==> src/rtl/dmem_responder.sv <==
// Data-memory responder for the single-cycle core: word RAM plus an MMIO page
// holding a free-running cycle counter, a status register and a drained output FIFO.
module dmem_responder #(
    parameter int DEPTH      = 64,
    parameter int FIFO_DEPTH = 8
) (
    input  logic        clk,
    input  logic        reset_n,
    input  logic [31:0] addr,
    input  logic        memwrite,
    input  logic [31:0] writedata,
    output logic [31:0] readdata,
    output logic        out_valid,
    input  logic        out_ready,
    output logic [31:0] out_data,
    output logic        misalign_err
);

    localparam int AW = $clog2(DEPTH);
    localparam int PW = $clog2(FIFO_DEPTH);
    localparam int CW = PW + 1;

    localparam logic [5:0] OFF_CYCLE  = 6'h00;
    localparam logic [5:0] OFF_STATUS = 6'h01;
    localparam logic [5:0] OFF_TX     = 6'h02;
    localparam logic [5:0] OFF_CTRL   = 6'h03;

    // Handshake: a FIFO word transfers on a rising edge where out_valid and
    // out_ready are both high; out_data is held while out_valid=1 and out_ready=0.

    logic [31:0]   ram_q  [DEPTH];
    logic [31:0]   fifo_q [FIFO_DEPTH];
    logic [31:0]   cycle_q,  cycle_d;
    logic [PW-1:0] rd_ptr_q, rd_ptr_d;
    logic [PW-1:0] wr_ptr_q, wr_ptr_d;
    logic [CW-1:0] count_q,  count_d;
    logic          mis_q,    mis_d;
    logic          drop_q,   drop_d;

    logic          is_mmio;
    logic          aligned;
    logic [5:0]    word_off;
    logic [AW-1:0] ram_idx;
    logic          ram_we;
    logic          push;
    logic          pop;
    logic          accept;
    logic          clr;
    logic          fifo_full;
    logic          fifo_empty;
    logic [31:0]   status;

    assign is_mmio  = (addr[31:8] == 24'hFF_FFFF);
    assign aligned  = (addr[1:0] == 2'b00);
    assign word_off = addr[7:2];
    assign ram_idx  = addr[AW+1:2];

    assign ram_we = memwrite & aligned & ~is_mmio;
    assign push   = memwrite & aligned & is_mmio & (word_off == OFF_TX);
    assign clr    = memwrite & aligned & is_mmio & (word_off == OFF_CTRL) & writedata[0];

    assign fifo_empty = (count_q == '0);
    assign fifo_full  = (count_q == CW'(FIFO_DEPTH));
    assign out_valid  = ~fifo_empty;
    assign pop        = out_valid & out_ready;
    // A full FIFO still takes a push when the head leaves in the same cycle.
    assign accept     = push & (~fifo_full | pop);

    always_comb begin
        cycle_d  = cycle_q + 32'd1;
        rd_ptr_d = pop    ? rd_ptr_q + PW'(1) : rd_ptr_q;
        wr_ptr_d = accept ? wr_ptr_q + PW'(1) : wr_ptr_q;
        count_d  = count_q;
        if (accept && !pop) begin
            count_d = count_q + CW'(1);
        end else if (pop && !accept) begin
            count_d = count_q - CW'(1);
        end
        // A new error in the clearing cycle keeps the flag set.
        mis_d  = (memwrite & ~aligned) | (mis_q & ~clr);
        drop_d = (push & ~accept) | (drop_q & ~clr);
    end

    always_ff @(posedge clk or negedge reset_n) begin
        if (!reset_n) begin
            cycle_q  <= '0;
            rd_ptr_q <= '0;
            wr_ptr_q <= '0;
            count_q  <= '0;
            mis_q    <= 1'b0;
            drop_q   <= 1'b0;
        end else begin
            cycle_q  <= cycle_d;
            rd_ptr_q <= rd_ptr_d;
            wr_ptr_q <= wr_ptr_d;
            count_q  <= count_d;
            mis_q    <= mis_d;
            drop_q   <= drop_d;
        end
    end

    // Storage arrays keep their contents across reset.
    always_ff @(posedge clk) begin
        if (ram_we) begin
            ram_q[ram_idx] <= writedata;
        end
        if (accept) begin
            fifo_q[wr_ptr_q] <= writedata;
        end
    end

    assign status = {20'd0, drop_q, mis_q, fifo_full, fifo_empty, 8'(count_q)};

    always_comb begin
        readdata = '0;
        if (is_mmio) begin
            case (word_off)
                OFF_CYCLE:  readdata = cycle_q;
                OFF_STATUS: readdata = status;
                default:    readdata = '0;
            endcase
        end else begin
            readdata = ram_q[ram_idx];
        end
    end

    assign out_data     = fifo_q[rd_ptr_q];
    assign misalign_err = mis_q;

endmodule
==> config.mk <==
export PLATFORM = sky130hd
export DESIGN_NAME = dmem_responder
export DESIGN_NICKNAME = d
export VERILOG_FILES = /design/src/rtl/dmem_responder.sv
export SDC_FILE = /design/constraint.sdc
export NUM_CORES = 2
export LEC_CHECK = 0
export ABC_CLOCK_PERIOD_IN_PS = 3830
export CAP_MARGIN = 20
export CORE_ASPECT_RATIO = 0.7
export CORE_UTILIZATION = 45
export CTS_BUF_LIST = sky130_fd_sc_hd__clkbuf_8 sky130_fd_sc_hd__clkbuf_16
export DETAILED_ROUTE_END_ITERATION = 7
export HOLD_SLACK_MARGIN = 0.06
export PLACE_DENSITY_LB_ADDON = 0.25
export SLEW_MARGIN = 20
export SYNTH_ARGS = -nofsm -noshare
export SYNTH_HDL_FRONTEND = slang
export SYNTH_SLANG_ARGS = --single-unit
==> constraint.sdc <==
create_clock -name clk -period 3.83 [get_ports clk]
set_clock_uncertainty 0.15 [all_clocks]
set_input_delay 0.5745 -clock clk [delete_from_list [all_inputs] [get_ports clk]]
set_output_delay 0.5745 -clock clk [all_outputs]
set_load 0.005 [all_outputs]
Word level (Yosys, flattened, before mapping)
Memory sizes are Yosys's and may differ from the RTL's.
Index checks and enable logic that the tools add are counted.
- register bits: 44
- bits in writable memories: 2304
- memories kept: 2
- reduce and logical (&&, ||, !) cells: 8
- bitwise gates (word level): 21
- $add $sub $neg: 5
- muxes and demuxes: 8
- eq/ne operators: 5
- memory list (name ; words ; bits a word ; read ports ; clocked after Yosys merged registers in ; wr ports ; line ; RTL):
    ram_q ; 64 ; 32 ; 1 ; 0 ; 1 ; 31 ; logic [31:0] ram_q [DEPTH];
    fifo_q ; 8 ; 32 ; 1 ; 0 ; 1 ; 32 ; logic [31:0] fifo_q [FIFO_DEPTH];
- operators by type and width (kind ; count):
    32-bit one-hot mux with 2 select lines ; 1
    32-bit by 1-bit adder with 32-bit output, second input constant ; 1
    32-bit 2-to-1 mux ; 1
    24-bit equality test, second input constant ; 1
    1-bit AND ; 12
    6-bit by 2-bit equality test with 1-bit output, second input constant ; 2
    4-bit 2-to-1 mux ; 2
    3-bit by 1-bit adder with 3-bit output, second input constant ; 2
    6-bit by 1-bit equality test with 1-bit output, second input constant ; 1
    6-bit zero test ; 1
    1-bit inverter ; 6
    4-bit by 1-bit adder with 4-bit output, second input constant ; 1
    4-bit equality test, second input constant ; 1
    4-bit zero test ; 1
    1-bit 2-to-1 mux ; 4
    4-bit by 1-bit subtractor with 4-bit output, second input constant ; 1
    1-bit OR ; 3
    1-bit logical AND ; 2
    1-bit zero test ; 2
    2-bit zero test ; 1
    2-bit nonzero test ; 1

Longest topological paths before layout
- word-level depth: 9
- mapped depth: 13
- depth with buffers taken out: 11

Least setup slack after synthesis
No wires, ideal clock.
- path type: input-to-reg
- start point: input port addr[28]
- end point: memory fifo_q[4][0] (enable)
- path buffers: 0
- cell stages on the path: 5
- required time: 3.219 ns
- data arrival time: 4.069 ns
- library setup time: 0.461 ns
- slack: -0.850 ns
- path through: nand4_1 > or4_4 > nor4_4 > nand2_1 > nor3_1
- longest elaborated chain between the ends: 6
- ends and longest elaborated chain (item ; line ; RTL):
    start: declaration ; 9 ; input logic [31:0] addr,
    24-bit equality test ; 53 ; assign is_mmio = (addr[31:8] == 24'hFF_FFFF);
    1-bit AND (2 in a row) ; 59 ; assign push = memwrite & aligned & is_mmio & (word_off == OFF_TX);
    1-bit AND ; 67 ; assign accept = push & (~fifo_full | pop);
    via accept ; 47 ; logic accept;
    1-bit 2-to-1 mux ; 107 ; if (accept) begin
    1-bit 2-to-1 mux (not written as such) ; 108 ; fifo_q[wr_ptr_q] <= writedata;
    end: declaration ; 32 ;
The timed path passes the listed nets, and every way through them passes these cells.

Worst setup path in the final report
- start point: input port addr[28]
- end point: output port readdata[14]
- longest elaborated chain between the ends: 2
- ends and longest elaborated chain (item ; line ; RTL):
    24-bit equality test ; 53 ;
    32-bit 2-to-1 mux ; 116 ; if (is_mmio) begin
    end: declaration ; 12 ; output logic [31:0] readdata,
No other way between the ends.

==> flow_summary.yaml <==
run_status:
  outcome: "finished with violations"
  violations: "setup timing"
drt:
  dr_wl_met3_microns: 23300
  drtIter0Drc: 5974
  drc_errors: 0
  dr.pass1.iters: 5
  vias_per_cell: 6.04
  antenna_left: 0
  vias: 46700
  avgRoutedWirePerCell_microns: 32.0
  wl_met1_microns: 108000
  routed_wl_microns: 247000
  wl_met2_microns: 111000
  dr.max_layer_used: "met5"
yosys:
  synth_edf_count: 2304
  synth_warnings: 0
  synth_cells: 4201
  yosys_most_used_dff: "edfxtp_1"
  seq_area_frac_synth_pct: 77.4
  ys_ff_latch: 2348
  synth_fp_nets: 4276
  avgSynthCellArea_sq_um: 21.6
  synth_async_sr_flop_share_pct: 1.87
  synth.distinct_cells: 55
  syn_area_sq_um: 90900
die:
  num_rows: 137
  die_w_microns: 539
  start_util_pct: 45.5
  die_height_microns: 378
  core_sq_um: 200000
  num_io_pins: 134
  die_area_sq_um: 204000
timing:
  max-slew-margin-rel_pct: 26.8
  whs_ps: 87.0
  worst_pin_slew_ps: 1100
  finalHoldViolations: 0
  rsz0062_at_grt: "true"
  period_minus_slack_ps: 3830
  setup_viol: 1
  min_period_over_period_pct: 100
  setup_ws_ps: -4.12
  max_freq_mhz: 261
  maxSlewViolCount: 0
critical_path:
  startpoint_type: "primary input"
  ff2ff_setup_slack_ps: 790
  path_delay_family: "buffers and inverters"
  crit_chain: "clkdlybuf4s50_1, nand4_1, or4_4, o211a_4, buf_12, buf_12, a22oi_1, nand3_2, dlygate4sd2_1"
  slowest_delay_ps: 640
  worstSetupEndpointType: "primary output"
  worstPathArrival_ps: 3110
  cp.buffers_inverters: 4
  cp_max_fo: 19
  crit_slowest_cell: "or4_4"
  critPathKind: "primary input to primary output"
  worstPathRequired_ps: 3110
  cp_common_cell: "buf_12"
clock_network:
  ctsRootBufferMaster: "clkbuf_16"
  clock_latency_ps: 850
  htreeDepth: 4
  clock_path_buffers: 4
  path_clk_slew_ps: 60
  cts_buffers: 216
  tritoncts: "yes"
  cts.sinks: 2348
power:
  p_leak_uw: 0.0354
  peakVddDrop_mv: 0.408
  power.density_nw_per_um2: 478
  totalPowerFinal_uw: 52100
placed_design:
  finalWeightedCongestion: 0.891
  io_buffers: 133
  dp_hpwl_microns: 155000
  dp_worst_setup_slack_ps: -767
  dpl_cell_area_sq_um: 102000
  dp.cells: 7318
worst_hold_path:
  min-delay-path-class: "primary input to flop"
cells_and_area:
  finalNetCount: 4993
  drive_gt1_share_pct: 35.8
  synthToLayoutAreaGrowth_pct: 20.0
  final_common_cell: "edfxtp_1"
  postLayoutCellArea_sq_um: 109000
  fillers: 15000
  final_cell_mix: "edfxtp_1, mux4_2, buf_4"
  final_cells: 7724
global_route:
  antenna_found_initial: 15
  first_global_vias: 46200
  grt_pass1_wl_microns: 348000
  grt_usage_pct: 24.1
  grt_max_degree: 73
  grt_overflow_total: 0
run:
  drv_cap: 0
cells by family (layout without fill, tap and decap cells):
logic type               count (synthesis)  in the layout  synth area share, %
buffers and inverters                  244           1120                 1.31
AND/OR/NAND/NOR                        326            326                 1.80
AO/OA/AOI/OAI                          318            319                 2.30
XOR/XNOR                                38             38                0.366
multiplexers                           920            920                 16.8
adder cells (fa/ha/maj)                  7              7                0.105
other                                    0              5                    0
flip-flops                            2348           2348                 77.4
report_power, final:
part	total (uW)	leakage [uW]	internal, uW	switching [uW]
combinational	2920	0.0106	1200	1730
sequential	28200	0.0213	28200	10.9
clock	20900	0.00347	11600	9280
routing by layer:
metal | global-route usage, % | up-vias
li1 | - | 19000
met1 | 36.9 | 25200
met2 | 36.0 | 2138
met3 | 4.71 | 309
met4 | 5.16 | 2
met5 | 0 | -
path summary, 6_finish.rpt:
path | startpoint | endpoint | cells past startpoint
worst max-delay path | addr[28] | readdata[14] | 9
worst min-delay path | writedata[2] | fifo_q[4][2]$_DFFE_PP_ | 1
worst max register to register | count_q[0]$_DFFE_PN0P_ | count_q[3]$_DFFE_PN0P_ | 11
worst min register to register | wr_ptr_q[2]$_DFFE_PN0P_ | wr_ptr_q[2]$_DFFE_PN0P_ | 1
max in group asynchronous | reset_n | count_q[3]$_DFFE_PN0P_ | 3
min in group asynchronous | reset_n | cycle_q[24]$_DFF_PN0_ | 2
cells in the mapped netlist (12+ instances only):
library cell / count / area (sq um)
a21oi_1: 27 / 135
a22oi_1: 72 / 541
buf_1: 30 / 113
buf_2: 86 / 430
buf_4: 24 / 180
clkbuf_1: 83 / 312
dfrtp_1: 44 / 1100
edfxtp_1: 2304 / 69200
mux2_2: 282 / 3180
mux2i_1: 185 / 1850
mux4_2: 453 / 10200
nand2_1: 71 / 267
nand3_1: 53 / 265
nand4_1: 40 / 250
nor2_1: 95 / 357
o211ai_1: 39 / 293
o21ai_0: 53 / 265
o22ai_1: 100 / 626
xnor2_1: 26 / 228
xor2_1: 12 / 105
state kept, by name, summed over array words and instances (netlist names):
signal / cells
count_q: 4
drop_q: 1
misalign_err: 1
fifo_q: 256
cycle_q: 32
ram_q: 2048
wr_ptr_q: 3
rd_ptr_q: 3
per-stage QoR:
step	setup TNS, ps	util (%)
6_report	-4.12	54.6
5_1_grt	-181	54.6
4_1_cts	-20.9	54.4
3_5_place_dp	-187440	50.9
3_3_place_gp	-439060	50.9
2_1_floorplan	-264190	-
cell type report:
cell class              count  area, sq um  share of cell area [%]
diodes                      5         12.5                  0.0115
clock buffers             225         5560                    5.10
clock inverters           153         1160                    1.07
inverters                  11         41.3                  0.0379
multi-input cells        1610        20400                    18.7
flip-flops and latches   2348        70300                    64.4
well taps                2641         3300                    3.03
repair buffers            731         8340                    7.65
repair_timing:
| action | CTS | global route |
|---|---|---|
| hold endpoints to repair | 18 | 0 |
| pin swaps | 24 | 19 |
| hold buffers | 1 | 0 |
| buffers inserted | 9 | 11 |
| resized for setup | 105 | 50 |
| setup endpoints to repair | 50 | 32 |
| gates cloned | 1 | 2 |
No activity file was read; power rests on OpenSTA's default activity.
